**config.mk**
```make
export PLATFORM = sky130hd
export DESIGN_NAME = subtractor_8b_seq
export DESIGN_NICKNAME = d
export VERILOG_FILES = /design/src/rtl/subtractor_8b_seq.sv
export SDC_FILE = /design/constraint.sdc
export NUM_CORES = 1
export LEC_CHECK = 0
export CAP_MARGIN = 10
export CORE_UTILIZATION = 46
export DETAILED_ROUTE_END_ITERATION = 8
export GPL_ROUTABILITY_DRIVEN = 0
export GPL_TIMING_DRIVEN = 0
export PLACE_DENSITY = 0.81
export SYNTH_ARGS = -nofsm -noshare
export SYNTH_HDL_FRONTEND = slang
export SYNTH_SLANG_ARGS = --single-unit
```
**constraint.sdc**
```tcl
create_clock -name clk -period 1.2 [get_ports clk]
set_input_delay 0.24 -clock clk [delete_from_list [all_inputs] [get_ports clk]]
set_output_delay 0.24 -clock clk [all_outputs]
set_load 0.05 [all_outputs]
```
**src/rtl/subtractor_8b_seq.sv**
```systemverilog
// Bit-serial subtractor: computes in0 - in1 - bin one bit per cycle, LSB first,
// with val/rdy handshakes on both the request and the response side.
module subtractor_8b_seq #(
    parameter int NBITS = 8
) (
    input  logic             clk,
    input  logic             reset,
    input  logic             req_val,
    output logic             req_rdy,
    input  logic [NBITS-1:0] req_in0,
    input  logic [NBITS-1:0] req_in1,
    input  logic             req_bin,
    output logic             resp_val,
    input  logic             resp_rdy,
    output logic [NBITS-1:0] resp_diff,
    output logic             resp_bout
);

    localparam int CW = $clog2(NBITS + 1);

    typedef enum logic [1:0] {
        ST_IDLE = 2'd0,
        ST_CALC = 2'd1,
        ST_DONE = 2'd2
    } state_t;

    // Full-subtractor difference bit.
    function automatic logic sub_diff(input logic a, input logic b, input logic br);
        return a ^ b ^ br;
    endfunction

    // Full-subtractor borrow-out.
    function automatic logic sub_borrow(input logic a, input logic b, input logic br);
        return (~a & b) | (~(a ^ b) & br);
    endfunction

    state_t           state_r;
    state_t           next_state_s;
    logic [NBITS-1:0] a_r;
    logic [NBITS-1:0] b_r;
    logic [NBITS-1:0] d_r;
    logic             br_r;
    logic [CW-1:0]    cnt_r;
    logic [NBITS-1:0] resp_diff_r;
    logic             resp_bout_r;
    logic             diff_bit_s;
    logic             borrow_next_s;
    logic             last_bit_s;
    logic             accept_s;
    logic             consume_s;

    assign diff_bit_s    = sub_diff(a_r[0], b_r[0], br_r);
    assign borrow_next_s = sub_borrow(a_r[0], b_r[0], br_r);
    assign last_bit_s    = (cnt_r == CW'(NBITS - 1));
    assign accept_s      = (state_r == ST_IDLE) && req_val;
    assign consume_s     = (state_r == ST_DONE) && resp_rdy;

    // State register with synchronous active-low reset.
    always_ff @(posedge clk) begin
        if (!reset) begin
            state_r <= ST_IDLE;
        end else begin
            state_r <= next_state_s;
        end
    end

    // Next-state decode.
    always_comb begin
        next_state_s = state_r;
        case (state_r)
            ST_IDLE: begin
                if (accept_s) begin
                    next_state_s = ST_CALC;
                end else begin
                    next_state_s = ST_IDLE;
                end
            end
            ST_CALC: begin
                if (last_bit_s) begin
                    next_state_s = ST_DONE;
                end else begin
                    next_state_s = ST_CALC;
                end
            end
            ST_DONE: begin
                if (consume_s) begin
                    next_state_s = ST_IDLE;
                end else begin
                    next_state_s = ST_DONE;
                end
            end
            default: begin
                next_state_s = ST_IDLE;
            end
        endcase
    end

    // Operand shift registers, borrow flop, bit counter and result registers.
    always_ff @(posedge clk) begin
        if (!reset) begin
            a_r         <= '0;
            b_r         <= '0;
            d_r         <= '0;
            br_r        <= 1'b0;
            cnt_r       <= '0;
            resp_diff_r <= '0;
            resp_bout_r <= 1'b0;
        end else begin
            case (state_r)
                ST_IDLE: begin
                    if (accept_s) begin
                        a_r   <= req_in0;
                        b_r   <= req_in1;
                        br_r  <= req_bin;
                        cnt_r <= '0;
                    end else begin
                        cnt_r <= cnt_r;
                    end
                end
                ST_CALC: begin
                    a_r   <= {1'b0, a_r[NBITS-1:1]};
                    b_r   <= {1'b0, b_r[NBITS-1:1]};
                    d_r   <= {diff_bit_s, d_r[NBITS-1:1]};
                    br_r  <= borrow_next_s;
                    cnt_r <= cnt_r + CW'(1);
                    // The final bit is merged in directly so the result lands on the DONE edge.
                    if (last_bit_s) begin
                        resp_diff_r <= {diff_bit_s, d_r[NBITS-1:1]};
                        resp_bout_r <= borrow_next_s;
                    end else begin
                        resp_bout_r <= resp_bout_r;
                    end
                end
                ST_DONE: begin
                    cnt_r <= cnt_r;
                end
                default: begin
                    cnt_r <= '0;
                end
            endcase
        end
    end

    assign req_rdy   = (state_r == ST_IDLE);
    assign resp_val  = (state_r == ST_DONE);
    assign resp_diff = resp_diff_r;
    assign resp_bout = resp_bout_r;

endmodule

```
==> results of run 1 <==
## cell type report
class	instances	area (µm²)	area share, %
multi-input cells	139	870.8	37.66
flip-flops and latches	39	790.8	34.20
repair buffers	42	399.1	17.26
plain buffers	15	130.1	5.628
well taps	46	57.56	2.489
clock buffers	5	37.54	1.623
clock inverters	3	15.01	0.6493
inverters	3	11.26	0.4870
## cells in the final DEF (no fill, tap or decap), drive strengths merged, types with 2 or more instances in the layout
cell type      Yosys  routed
a21boi             8       8
a21oi              2       2
a31oi             14      14
a32oi              2       2
and2               2       2
buf               10      30
clkbuf             5      12
clkdlybuf4s50      0      20
clkinv             0       3
dfxtp             39      39
inv                3       3
mux2i              8       8
nand2             61      61
nor2               2       2
nor2b              6       6
nor3b              2       2
o21a               2       2
o21ai             14      14
## metal layers
| metal | track usage, % | routed length [µm] | vias to the layer above |
|---|---|---|---|
| met5 | 0 | 0 | - |
| met4 | 7.619 | 94 | 0 |
| met3 | 7.246 | 193 | 9 |
| met2 | 32.22 | 1808 | 43 |
| met1 | 27.93 | 1698 | 685 |
| li1 | - | - | 765 |
## kinds of logic (layout without fill, tap and decap cells)
family / Yosys count / in the layout / synth area share, %
AO/OA/AOI/OAI: 48 / 48 / 19.08
buffers and inverters: 18 / 68 / 5.355
adder cells (fa/ha/maj): 2 / 2 / 1.961
flip-flops: 39 / 39 / 47.06
AND/OR/NAND/NOR: 80 / 80 / 21.19
XOR/XNOR: 1 / 1 / 0.5280
multiplexers: 8 / 8 / 4.827
## cell usage after synthesis (2+ instances only)
master | count | area share, %
buf_2 | 8 | 2.4
clkbuf_1 | 5 | 1.1
nand2_1 | 61 | 14
a32oi_1 | 2 | 1.1
a21boi_0 | 7 | 3.2
dfxtp_1 | 39 | 47
mux2i_1 | 8 | 4.8
a21oi_1 | 2 | 0.60
and2_1 | 2 | 0.75
a31oi_1 | 14 | 5.3
o21ai_0 | 14 | 4.2
o21a_1 | 2 | 0.90
nor2_1 | 2 | 0.45
nor2b_1 | 6 | 2.3
nor3b_1 | 2 | 0.90
inv_1 | 3 | 0.68
## what timing repair did
action                                  4_1_cts  5_1_grt
resized for setup                            86       52
hold endpoints to repair                      0        0
endpoints found under the setup margin       47       40
hold buffers                                  0        0
gates cloned                                  1        2
pin swaps                                     2        2
buffers inserted                              5        3
## power groups by stage
| stage | Sequential, W | Combinational (W) | Clock, W |
|---|---|---|---|
| global placement | 0.00141 | 0.000310 | 0 |
| floorplan | 0.00141 | 0.000194 | 0 |
| detailed placement | 0.00141 | 0.000311 | 0 |
| finish | 0.00139 | 0.000413 | 0.000666 |
| CTS | 0.00138 | 0.000338 | 0.000665 |
| global route | 0.00140 | 0.000451 | 0.000735 |
## critical path, cell delays in order (launching register included)
cell     delay, ps
dfxtp_2        360
buf_6          130
nor2_4         100
buf_6          170
## flip-flops by register name, summed over array words and instances (netlist names)
signal	flops
cnt_r	4
a_r	8
resp_diff	8
state_r	2
b_r	8
br_r	1
resp_bout	1
d_r	7
## per-stage QoR
| step | instances | hold WS (ps) | TNS [ps] | setup slack [ps] | power, W |
|---|---|---|---|---|---|
| floorplan | 196 | 391.9 | -47.04 | -32.71 | 0.001599 |
| global placement | 273 | 442.0 | -16890 | -465.4 | 0.001722 |
| finish | 292 | 431.8 | -964.7 | -152.6 | 0.002472 |
| CTS | 287 | 437.7 | -356.9 | -137.3 | 0.002387 |
| global route | 292 | 440.3 | -1877 | -202.0 | 0.002583 |
| detailed placement | 273 | 446.1 | -17000 | -469.3 | 0.001725 |
## path summary, 6_finish.rpt
check | startpoint | endpoint | slack (ps) | cells past startpoint
setup reg to reg | cnt_r[1] | resp_bout | -80 | 5
hold / removal | req_in0[3] | a_r[3] | 430 | 3
hold reg to reg | resp_diff[3] | resp_diff[3] | 460 | 2
setup / recovery | state_r[0] | req_rdy | -150 | 3
==> results.sh, run 1 <==
export IMPL_finalWirelength_um=3793
export IMPL_power_frac_clock_pct=27.0
export IMPL_numCtsBuffers=5
export IMPL_fin_area_um2=2312
export IMPL_slew_headroom_pct=68.47
export IMPL_antenna_found_initial=0
export IMPL_ys_types=35
export IMPL_synth_nets=219
export IMPL_drtIter0Drc=69
export IMPL_cts_tree="yes"
export IMPL_synth_edf_count=0
export IMPL_place_detailed_hpwl_um=2257
export IMPL_timing_fmax_mhz=739.3
export IMPL_post_dp_cell_area_um2=2047
export IMPL_rsz0062_at_grt="yes"
export IMPL_power_density_nw_per_um2=1069
export IMPL_rows=21
export IMPL_die_area_um2=3851
export IMPL_start_util_pct=48.95
export IMPL_via_count=1502
export IMPL_clkSlewWorstSetupHoldPaths_ps=120
export IMPL_skew_ps=5.384
export IMPL_crit_type="reg -> out"
export IMPL_drv_slew=0
export IMPL_max_slew_worst_pin_slew_ps=473.0
export IMPL_synth_top_flop_cell="dfxtp_1"
export IMPL_switching_share_pct=27.69
export IMPL_ir_worst_vdd_mv=0.6552
export IMPL_seq_power_share_pct=56.3
export IMPL_status="complete, but fails checks"
export IMPL_grt_pass1_wl_um=5775
export IMPL_dr_pass1_iters=4
export IMPL_nNetsFinal=268
export IMPL_min_path_type="in -> reg"
export IMPL_leakagePower_nw=0.8908
export IMPL_cts_htree_levels=2
export IMPL_postSynth_asyncResetShare_pct=0
export IMPL_synth_seq_cells=39
export IMPL_crit_arrival_ps=1110
export IMPL_internal_power_w=0.001787
export IMPL_p_comb_share_pct=16.7
export IMPL_routed_via_density=5.144
export IMPL_start_kind="flop"
export IMPL_ant_nets=0
export IMPL_worstSkewPairLatency_ps=360
export IMPL_fin_crit_sh_pct=112.7
export IMPL_grt_pass1_vias=1286
export IMPL_ys_warn_count=0
export IMPL_grt_overflow_total=0
export IMPL_diodes=0
export IMPL_yosysSeqAreaShare_pct=47.06
export IMPL_min_period_ps=1353
export IMPL_die_w_um=62.06
export IMPL_final_util_pct=68.22
export IMPL_clockRootBuffer="clkbuf_4"
export IMPL_synth_area_um2=1659
export IMPL_fin_ws_ps=-152.6
export IMPL_violations="negative setup slack"
export IMPL_drv_cap=0
export IMPL_grt_max_degree=13
export IMPL_hold_viol_final=0
export IMPL_grt_total_usage_pct=21.19
export IMPL_ios=32
export IMPL_netlist_instances=196
export IMPL_clock_sinks=39
export IMPL_post_drt_wl_per_cell_um=12.99
export IMPL_required_ps=960
export IMPL_end_kind="primary output"
export IMPL_fp_coreArea_um2=3390
export IMPL_die_h_um=62.06
export IMPL_drive_above_1_share_pct=27.64
export IMPL_fill_cells=267
export IMPL_post_route_drc_count=0
export IMPL_synth_avg_cell_area_um2=8.465
export IMPL_synthToLayoutAreaGrowth_pct=39.37
export IMPL_setup_viol=13
export IMPL_io_buffers=31
export IMPL_worstPathMaxFanout=5
export IMPL_clock_path_buffers=2
export IMPL_switching_power_w=0.0006845
Power figures use the tool's default switching activity.
==> inputs of run 2 (changes only) <==
ABC_AREA = 1   (was unset)
CORE_UTILIZATION = 45   (was 46)
PLACE_DENSITY = 0.8   (was 0.81)
==> run 2 against run 1 <==
The run still ends with negative setup slack left. Worst hold slack gained 51 ps. Area after synthesis shrank 0.30%. Largest power group unchanged. Worst setup slack gained 54 ps. Routed wire length grew 0.24%. Critical path type unchanged. First-iteration DRC count grew 12%. Critical path depth shrank 1. Fmax grew 4.2%. Sequential share of layout area shrank 0.076 points. Core utilization shrank 0.16 points.
==> results.sh, run 2 <==
export IMPL_status="complete, but fails checks"
export IMPL_violations="negative setup slack"
export IMPL_crit_arrival_ps=1060
export IMPL_routed_via_density=4.834
export IMPL_crit_type="reg -> out"
export IMPL_final_util_pct=68.06
export IMPL_clock_path_buffers=2
export IMPL_synth_avg_cell_area_um2=7.099
export IMPL_min_period_ps=1298
export IMPL_fin_crit_sh_pct=108.2
export IMPL_dr_wl_met2_um=1816
export IMPL_wl_met3_um=171
export IMPL_worstSkewPairLatency_ps=350
export IMPL_post_route_drc_count=0
export IMPL_die_area_um2=3922
export IMPL_hold_viol_final=0
export IMPL_ir_worst_vdd_mv=0.6492
export IMPL_worstPathMaxFanout=3
export IMPL_endpoint="req_rdy"
export IMPL_synth_most_common_cell="nand2_1"
export IMPL_leakagePower_nw=1.044
export IMPL_layout_commonest_cell="nand2_1"
export IMPL_postSynth_asyncResetShare_pct=0
export IMPL_drtIter0Drc=77
export IMPL_yosys_top_cells_area="dfxtp_1 47%, nand2_1 13%, o21ai_0 9.7%"
export IMPL_grt_total_usage_pct=21.48
export IMPL_rsz0062_at_grt="yes"
export IMPL_synth_area_um2=1654
export IMPL_drt_met1_wl_um=1783
export IMPL_grt_pass1_vias=1478
export IMPL_place_detailed_hpwl_um=2471
export IMPL_netlist_instances=233
export IMPL_slew_headroom_pct=72.72
export IMPL_rrSetupSlack_ps=-40
export IMPL_ys_types=20
export IMPL_finalWirelength_um=3802
export IMPL_clkSlewWorstSetupHoldPaths_ps=120
export IMPL_synth_edf_count=0
export IMPL_numCtsBuffers=5
export IMPL_post_drt_wl_per_cell_um=11.66
export IMPL_grt_overflow_total=0
export IMPL_synth_seq_cells=39
export IMPL_p_total_w=0.002813
export IMPL_die_w_um=62.63
export IMPL_grt_pass1_wl_um=6610
export IMPL_drv_slew=0
export IMPL_timing_fmax_mhz=770.2
export IMPL_r2r_start="cnt_r[0]"
export IMPL_clockRootBuffer="clkbuf_4"
export IMPL_cts_htree_levels=2
export IMPL_r2r_end="resp_diff[1]"
export IMPL_synth_nets=256
export IMPL_nNetsFinal=302
export IMPL_die_h_um=62.63
export IMPL_yosysSeqAreaShare_pct=47.20
export IMPL_setup_worst_path_start="state_r[1]"
export IMPL_max_slew_worst_pin_slew_ps=408.3
export IMPL_rr_worst_depth=7
export IMPL_cts_hold_buf=0
export IMPL_fin_ws_ps=-98.40
export IMPL_diodes=0
export IMPL_ys_top_cells_by_count="56 x nand2_1, 39 x dfxtp_1, 39 x nor2_1"
export IMPL_setup_viol=7
export IMPL_ant_nets=0
export IMPL_dr_max_layer_used="met4"
export IMPL_ys_warn_count=0
export IMPL_skew_ps=14.10
export IMPL_drive_above_1_share_pct=24.29
export IMPL_hold_depth=3
export IMPL_synth_top_flop_cell="dfxtp_1"
export IMPL_io_buffers=31
export IMPL_yosys_area_top_type_share_pct=47.20
export IMPL_start_util_pct=48.42
export IMPL_min_path_type="in -> reg"
export IMPL_required_ps=960
export IMPL_synthToLayoutAreaGrowth_pct=40.54
export IMPL_cts_tree="yes"
export IMPL_end_kind="primary output"
export IMPL_via_count=1576
export IMPL_fp_coreArea_um2=3416
export IMPL_rows=21
export IMPL_clock_sinks=39
export IMPL_start_kind="flop"
export IMPL_mostFrequentLayoutCells="54 x nand2_1, 31 x nor2_1, 31 x dfxtp_1"
export IMPL_grt_max_degree=13
export IMPL_yosysTopAreaCell="dfxtp_1"
export IMPL_antenna_found_initial=0
export IMPL_drv_cap=0
export IMPL_dr_pass1_iters=4
export IMPL_power_density_nw_per_um2=1210
export IMPL_ios=32
run 2: worst min-delay path by stage:
stage            startpoint      endpoint  slack, ps
2_1_floorplan         reset        a_r[3]        380
3_3_place_gp   resp_diff[4]  resp_diff[4]        460
3_5_place_dp      resp_bout     resp_bout        470
4_1_cts          req_in1[7]        b_r[7]        470
5_1_grt          req_in1[7]        b_r[7]        480
6_report         req_in1[7]        b_r[7]        480
run 2: final cells by class:
class	count	area (µm²)
clock buffer	6	51.30
multi-input combinational	162	822.0
timing repair buffer	37	366.6
tap	46	57.56
fill	282	1091
timing repair inverter	1	7.507
inverter	23	108.9
sequential	39	793.3
clock inverter	2	35.03
buffer	10	82.58
run 2: cell families after synthesis:
logic type	count (synthesis)	share of synthesized area, %
compound gates	55	16.79
flops	39	47.20
buf+inv	33	9.078
simple gates	104	24.96
fa+ha+maj	2	1.967
run 2: layer usage:
| layer | vias to the layer above | track usage (%) |
|---|---|---|
| met2 | 44 | 35.73 |
| met3 | 2 | 5.109 |
| li1 | 830 | - |
| met4 | 0 | 6.977 |
| met5 | - | 0 |
| met1 | 700 | 27.20 |
run 2: where the power goes:
| group | total, W | switching [W] | internal (W) |
|---|---|---|---|
| clock network | 0.000915 | 0.000423 | 0.000492 |
| registers | 0.00143 | 0.0000544 | 0.00138 |
| logic | 0.000467 | 0.000248 | 0.000219 |
run 2: what timing repair did:
item                       4_1_cts  5_1_grt
hold endpoints to repair         0        0
cloned                           2        0
resized for setup               91       49
setup endpoints to repair       35       44
setup buffers                    3        3
pin swaps                       12       12
run 2: through the flow:
step           hold WS, ps  setup TNS [ps]  worst slack, ps  cells  area [µm²]
2_1_floorplan        378.4               0            4.431    233        1662
3_3_place_gp         459.5          -12210           -394.5    310        2029
3_5_place_dp         472.8          -13260           -393.2    310        2029
4_1_cts              470.6          -235.3           -98.50    323        2188
5_1_grt              483.9           -1580           -133.1    326        2325
6_report             482.4          -356.1           -98.40    326        2325
run 2: worst max-delay path, cell delays in order, from the launching register on:
cell,delay (ps)
dfxtp_4,380
nor2_2,160
buf_6,180
==> RTL edit 1, RTL diff (flow settings as in run 2) <==
Change the parameter `NBITS` from 8 to 16.
--- a/src/rtl/subtractor_8b_seq.sv
+++ b/src/rtl/subtractor_8b_seq.sv
@@ -1,7 +1,7 @@
 // Bit-serial subtractor: computes in0 - in1 - bin one bit per cycle, LSB first,
 // with val/rdy handshakes on both the request and the response side.
 module subtractor_8b_seq #(
-    parameter int NBITS = 8
+    parameter int NBITS = 16
 ) (
     input  logic             clk,
     input  logic             reset,
Interface: changed (resized req_in0, req_in1 and resp_diff); port bits go from 32 to 56. No check against the original RTL was run, so the function may have changed too.
==> RTL edit 1 against run 2 <==
The run ends with DRC, setup timing left. Setup slack worse by 0.16 ns. Sequential share of layout area shrank 3.0 points. Synthesized area up 85%. Clock skew is 0.0024 ns lower. Cell area rose by 100%. Routed wire length is 140% higher. Clock power increased by 110%. Cell count is 83% higher. Power is 100% higher. First-iteration DRC count grew to 2.6 times the old value. Sequential cell count up 33. Critical path type is now reg2reg. Largest power group unchanged.
==> RTL edit 1: results (changes against run 2) <==
stage,metric,value,unit,change
route,first_pass_iters,6,,was 4
global_route,grt_max_degree,14,,was 13
route,num_vias,3085,,was 1576
clock_tree,cts_buffers,9,,was 5
finish,drive_above_1_share,32.63,%,was 24.29%
timing,timing.hold.ws,0.2826,ns,was 0.4824 ns
synthesis,ys_types,23,,was 20
setup_path,cp_max_fo,7,,was 3
global_route,grt_use_total,22.08,%,was 21.48%
clock_tree,cts_root_buf,clkbuf_8,,was clkbuf_4
global_route,grt_first_pass_wirelength,12450,um,was 6610 um
clock_tree,h-tree-depth,3,,was 2
power_and_ir_drop,p_leak,0.002011,uW,was 0.001044 uW
route,drt-wirelength-per-cell,14.95,um,was 11.66 um
route,drc,8,,was 0
synthesis,ys_seq_area_share,47.16,%,was 47.20%
run_status,violations,"DRC, setup timing",,was setup timing
synthesis,syn_nets,474,,was 256
timing,postLayoutSetupSlackWorst,-0.2549,ns,was -0.09840 ns
placement,placed_area,3759,um^2,was 2029 um^2
global_route,grt_pass1_vias,2758,,was 1478
run_status,outcome,"complete, but fails checks",,unchanged
timing,setup_violations,49,,was 7
synthesis,synth_common_cells,"nand2_1 (119), dfxtp_1 (72), a21oi_1 (56)",,"was nand2_1 (56), dfxtp_1 (39), nor2_1 (39)"
setup_path,critPathArrivalTime,1.70,ns,was 1.06 ns
clock_tree,path_clk_slew,0.08,ns,was 0.12 ns
finish,nets,556,,was 302
timing,relSlewSlack,55.07,%,was 72.72%
==> RTL edit 1: cell count changes in the layout (fill, tap and decap cells not counted), moves of 10 or more <==
cell             change
a21oi_1             +15
o21ai_1             +10
nor2_1              -12
clkdlybuf4s50_1     +15
nand2_1             +43
a21oi_2             +19
nand2_2             +16
dfxtp_1             +34
inv_1               +19
nand3_1             +12
==> RTL edit 1: final timing paths <==
| check | to | startpoint | cells after the start |
|---|---|---|---|
| worst max-delay path | resp_diff[9]$_SDFFE_PN0P_ | cnt_r[1]$_SDFFE_PN0P_ | 9 |
| worst min-delay path | cnt_r[0]$_SDFFE_PN0P_ | reset | 3 |
| worst max register to register | resp_diff[9]$_SDFFE_PN0P_ | cnt_r[1]$_SDFFE_PN0P_ | 9 |
| worst min register to register | resp_diff[10]$_SDFFE_PN0P_ | resp_diff[10]$_SDFFE_PN0P_ | 2 |
==> RTL edit 1: power by group <==
group	leakage, uW	switching, uW	internal [uW]
registers	0.000595	133	2540
logic	0.00131	572	522
clock network	0.000103	965	963
total	0.00201	1670	4030
==> RTL edit 1: per-layer routing <==
metal  up-vias  global-route usage (%)  share of wire [%]  routed length, um
met1      1438                   26.49                 40               3605
met3        15                   5.408                4.8                431
li1       1551                       -                  -                  -
met2        81                   38.75                 53               4750
met4         0                   7.550                1.7                153
met5         -                       0                  0                  0
==> RTL edit 1: final cells by class <==
| cell class | instances | area (um^2) |
|---|---|---|
| timing repair buffer | 70 | 754.5 |
| inverter | 43 | 185.2 |
| clock buffer | 9 | 123.9 |
| timing repair inverter | 1 | 16.27 |
| multi-input combinational | 291 | 1689 |
| buffer | 28 | 300.3 |
| fill | 468 | 1762 |
| tap | 77 | 96.34 |
| sequential | 72 | 1460 |
| clock inverter | 7 | 71.32 |
==> RTL edit 1: cell families (layout without fill, tap and decap cells) <==
kind of cell	Yosys count	in the layout	share of synthesized area, %
fa+ha+maj	3	3	1.473
flops	72	72	47.16
buf+inv	71	158	9.906
simple gates	183	183	24.19
compound gates	105	105	17.27
==> RTL edit 1: through the flow <==
step,utilization (%),setup WS (ns),cells
4_1_cts,63.81,-0.2403,588
3_5_place_dp,58.19,-0.5131,565
2_1_floorplan,-,-0.1544,434
3_3_place_gp,58.19,-0.4896,565
5_1_grt,72.72,-0.3226,598
6_report,72.72,-0.2549,598
==> RTL edit 1: critical path, delay by kind of cell (launching register included) <==
| family | cells | cell delay, ns |
|---|---|---|
| buf+inv | 3 | 0.32 |
| fa+ha+maj | 2 | 0.32 |
| compound gates | 1 | 0.06 |
| flops | 1 | 0.37 |
| simple gates | 3 | 0.26 |
==> RTL edit 1: repair_timing <==
action | CTS | global route
gates cloned | 1 | 6
pin swaps | 7 | 14
setup buffers | 6 | 4
gates resized for setup | 170 | 151
endpoints found under the hold margin | 0 | 0
endpoints found under the setup margin | 91 | 66
==> RTL edit 2, RTL diff (config.mk and constraints of run 2) <==
Made on the original files. The 3 states of `state_t` get a one-hot encoding in 3 bits.
--- a/src/rtl/subtractor_8b_seq.sv
+++ b/src/rtl/subtractor_8b_seq.sv
@@ -18,10 +18,10 @@
 
     localparam int CW = $clog2(NBITS + 1);
 
-    typedef enum logic [1:0] {
-        ST_IDLE = 2'd0,
-        ST_CALC = 2'd1,
-        ST_DONE = 2'd2
+    typedef enum logic [2:0] {
+        ST_IDLE = 3'b001,
+        ST_CALC = 3'b010,
+        ST_DONE = 3'b100
     } state_t;
 
     // Full-subtractor difference bit.
Behaviour: no difference found for any inputs over 10 cycles, from zero or initial values and one cycle with reset low; not proved beyond that.
==> RTL edit 2 against run 2 <==
The flow still finishes with violations (setup timing). Cell area increased by 16%. Largest power group unchanged. Synthesized area increased by 8.9%. Power increased by 16%. Setup slack got worse by 0.0077 ns. Sequential cell count increased by 1. Routed wire length increased by 38%. Critical endpoint is now b_r[1]$_SDFFE_PN0P_. Clock power increased by 18%. Sequential share of layout area decreased by 3.7 points.
==> RTL edit 2: results (changes against run 2) <==
stage,metric,value,unit,change
setup_path,critPathArrivalTime,1.50,ns,was 1.06 ns
global_route,grt_util_met1,26.99,%,was 27.20%
placement,dp.cells,340,,was 310
synthesis,syn_nets,284,,was 256
timing,tightest_slew,0.2787,ns,was 0.4083 ns
setup_path,r2r_slack,-0.11,ns,was -0.04 ns
synthesis,syn_avg_cell_area,6.898,um^2,was 7.099 um^2
finish,fillers,285,,was 282
route,viasPerCell,5.233,,was 4.834
power_and_ir_drop,swShare,27.94,%,was 25.80%
finish,nets,334,,was 302
route,finalWirelength,5245,um,was 3802 um
synthesis,yosys-top-cells-area,"dfxtp_1 (44%), nor2_1 (14%), nand2_1 (9.8%)",,"was dfxtp_1 (47%), nand2_1 (13%), o21ai_0 (9.7%)"
global_route,grt_util_met3,5.903,%,was 5.109%
worst_hold_path,hold_class,reg2reg,,was in2reg
timing,setup_violations,33,,was 7
power_and_ir_drop,pg_clk,1080,uW,was 915 uW
setup_path,cp_max_fo,10,,was 3
setup_path,crit_end,b_r[1]$_SDFFE_PN0P_,,was req_rdy
route,wl_met2,2617,um,was 1816 um
placement,dp_slack,-0.5266,ns,was -0.3932 ns
global_route,use_met2,35.57,%,was 35.73%
power_and_ir_drop,ir_drop,1174,uV,was 649.2 uV
worst_hold_path,holdPathStages,2,,was 3
timing,fin_skew,0.006578,ns,was 0.01410 ns
clock_tree,insertion_delay,0.30,ns,was 0.35 ns
placement,placed_area,2171,um^2,was 2029 um^2
global_route,grt_pass1_vias,1612,,was 1478
timing,timing.hold.ws,0.4939,ns,was 0.4824 ns
route,wl_met3,314,um,was 171 um
route,drtIter0Drc,130,,was 77
global_route,grt_use_total,22.08,%,was 21.48%
setup_path,r2r_cells,8,,was 7
worst_hold_path,worstHoldStart,b_r[7]$_SDFFE_PN0P_,,was req_in1[7]
synthesis,ys_types,22,,was 20
route,wl_met1,2149,um,was 1783 um
run_status,violations,setup timing,,unchanged
finish,drive_above_1_share,33.65,%,was 24.29%
run_status,outcome,"complete, but fails checks",,unchanged
timing,postLayoutSetupSlackWorst,-0.1061,ns,was -0.09840 ns
route,drt-wirelength-per-cell,14.57,um,was 11.66 um
power_and_ir_drop,p_leak,0.001178,uW,was 0.001044 uW
RTL edit 2: worst max-delay path: stages (launching register included):
cell	delay, ns
dfxtp_4	0.37
inv_4	0.08
nand3_4	0.12
buf_8	0.17
inv_8	0.08
nor2_4	0.04
buf_8	0.14
nor2_1	0.13
nor2_1	0.06
RTL edit 2: final cells by class:
cell class,instances,share of cell area [%]
inverters,24,4.221
plain buffers,13,5.148
well taps,48,2.226
clock inverters,2,1.299
flip-flops and latches,40,30.38
clock buffers,6,2.690
multi-input cells,184,38.87
repair buffers,43,15.17
RTL edit 2: logic make-up (layout without fill, tap and decap cells):
logic type / count (synthesis) / count (layout) / share of synthesized area [%]
compound gates: 36 / 36 / 10.01
fa+ha+maj: 2 / 2 / 1.807
buf+inv: 37 / 88 / 9.590
flops: 40 / 40 / 44.48
simple gates: 146 / 146 / 34.12
RTL edit 2: timing repair:
action                     4_1_cts  5_1_grt
gates resized for setup         94      100
gates cloned                     1        2
buffers inserted                 6        3
setup endpoints to repair       37       41
pin swaps                        4       23
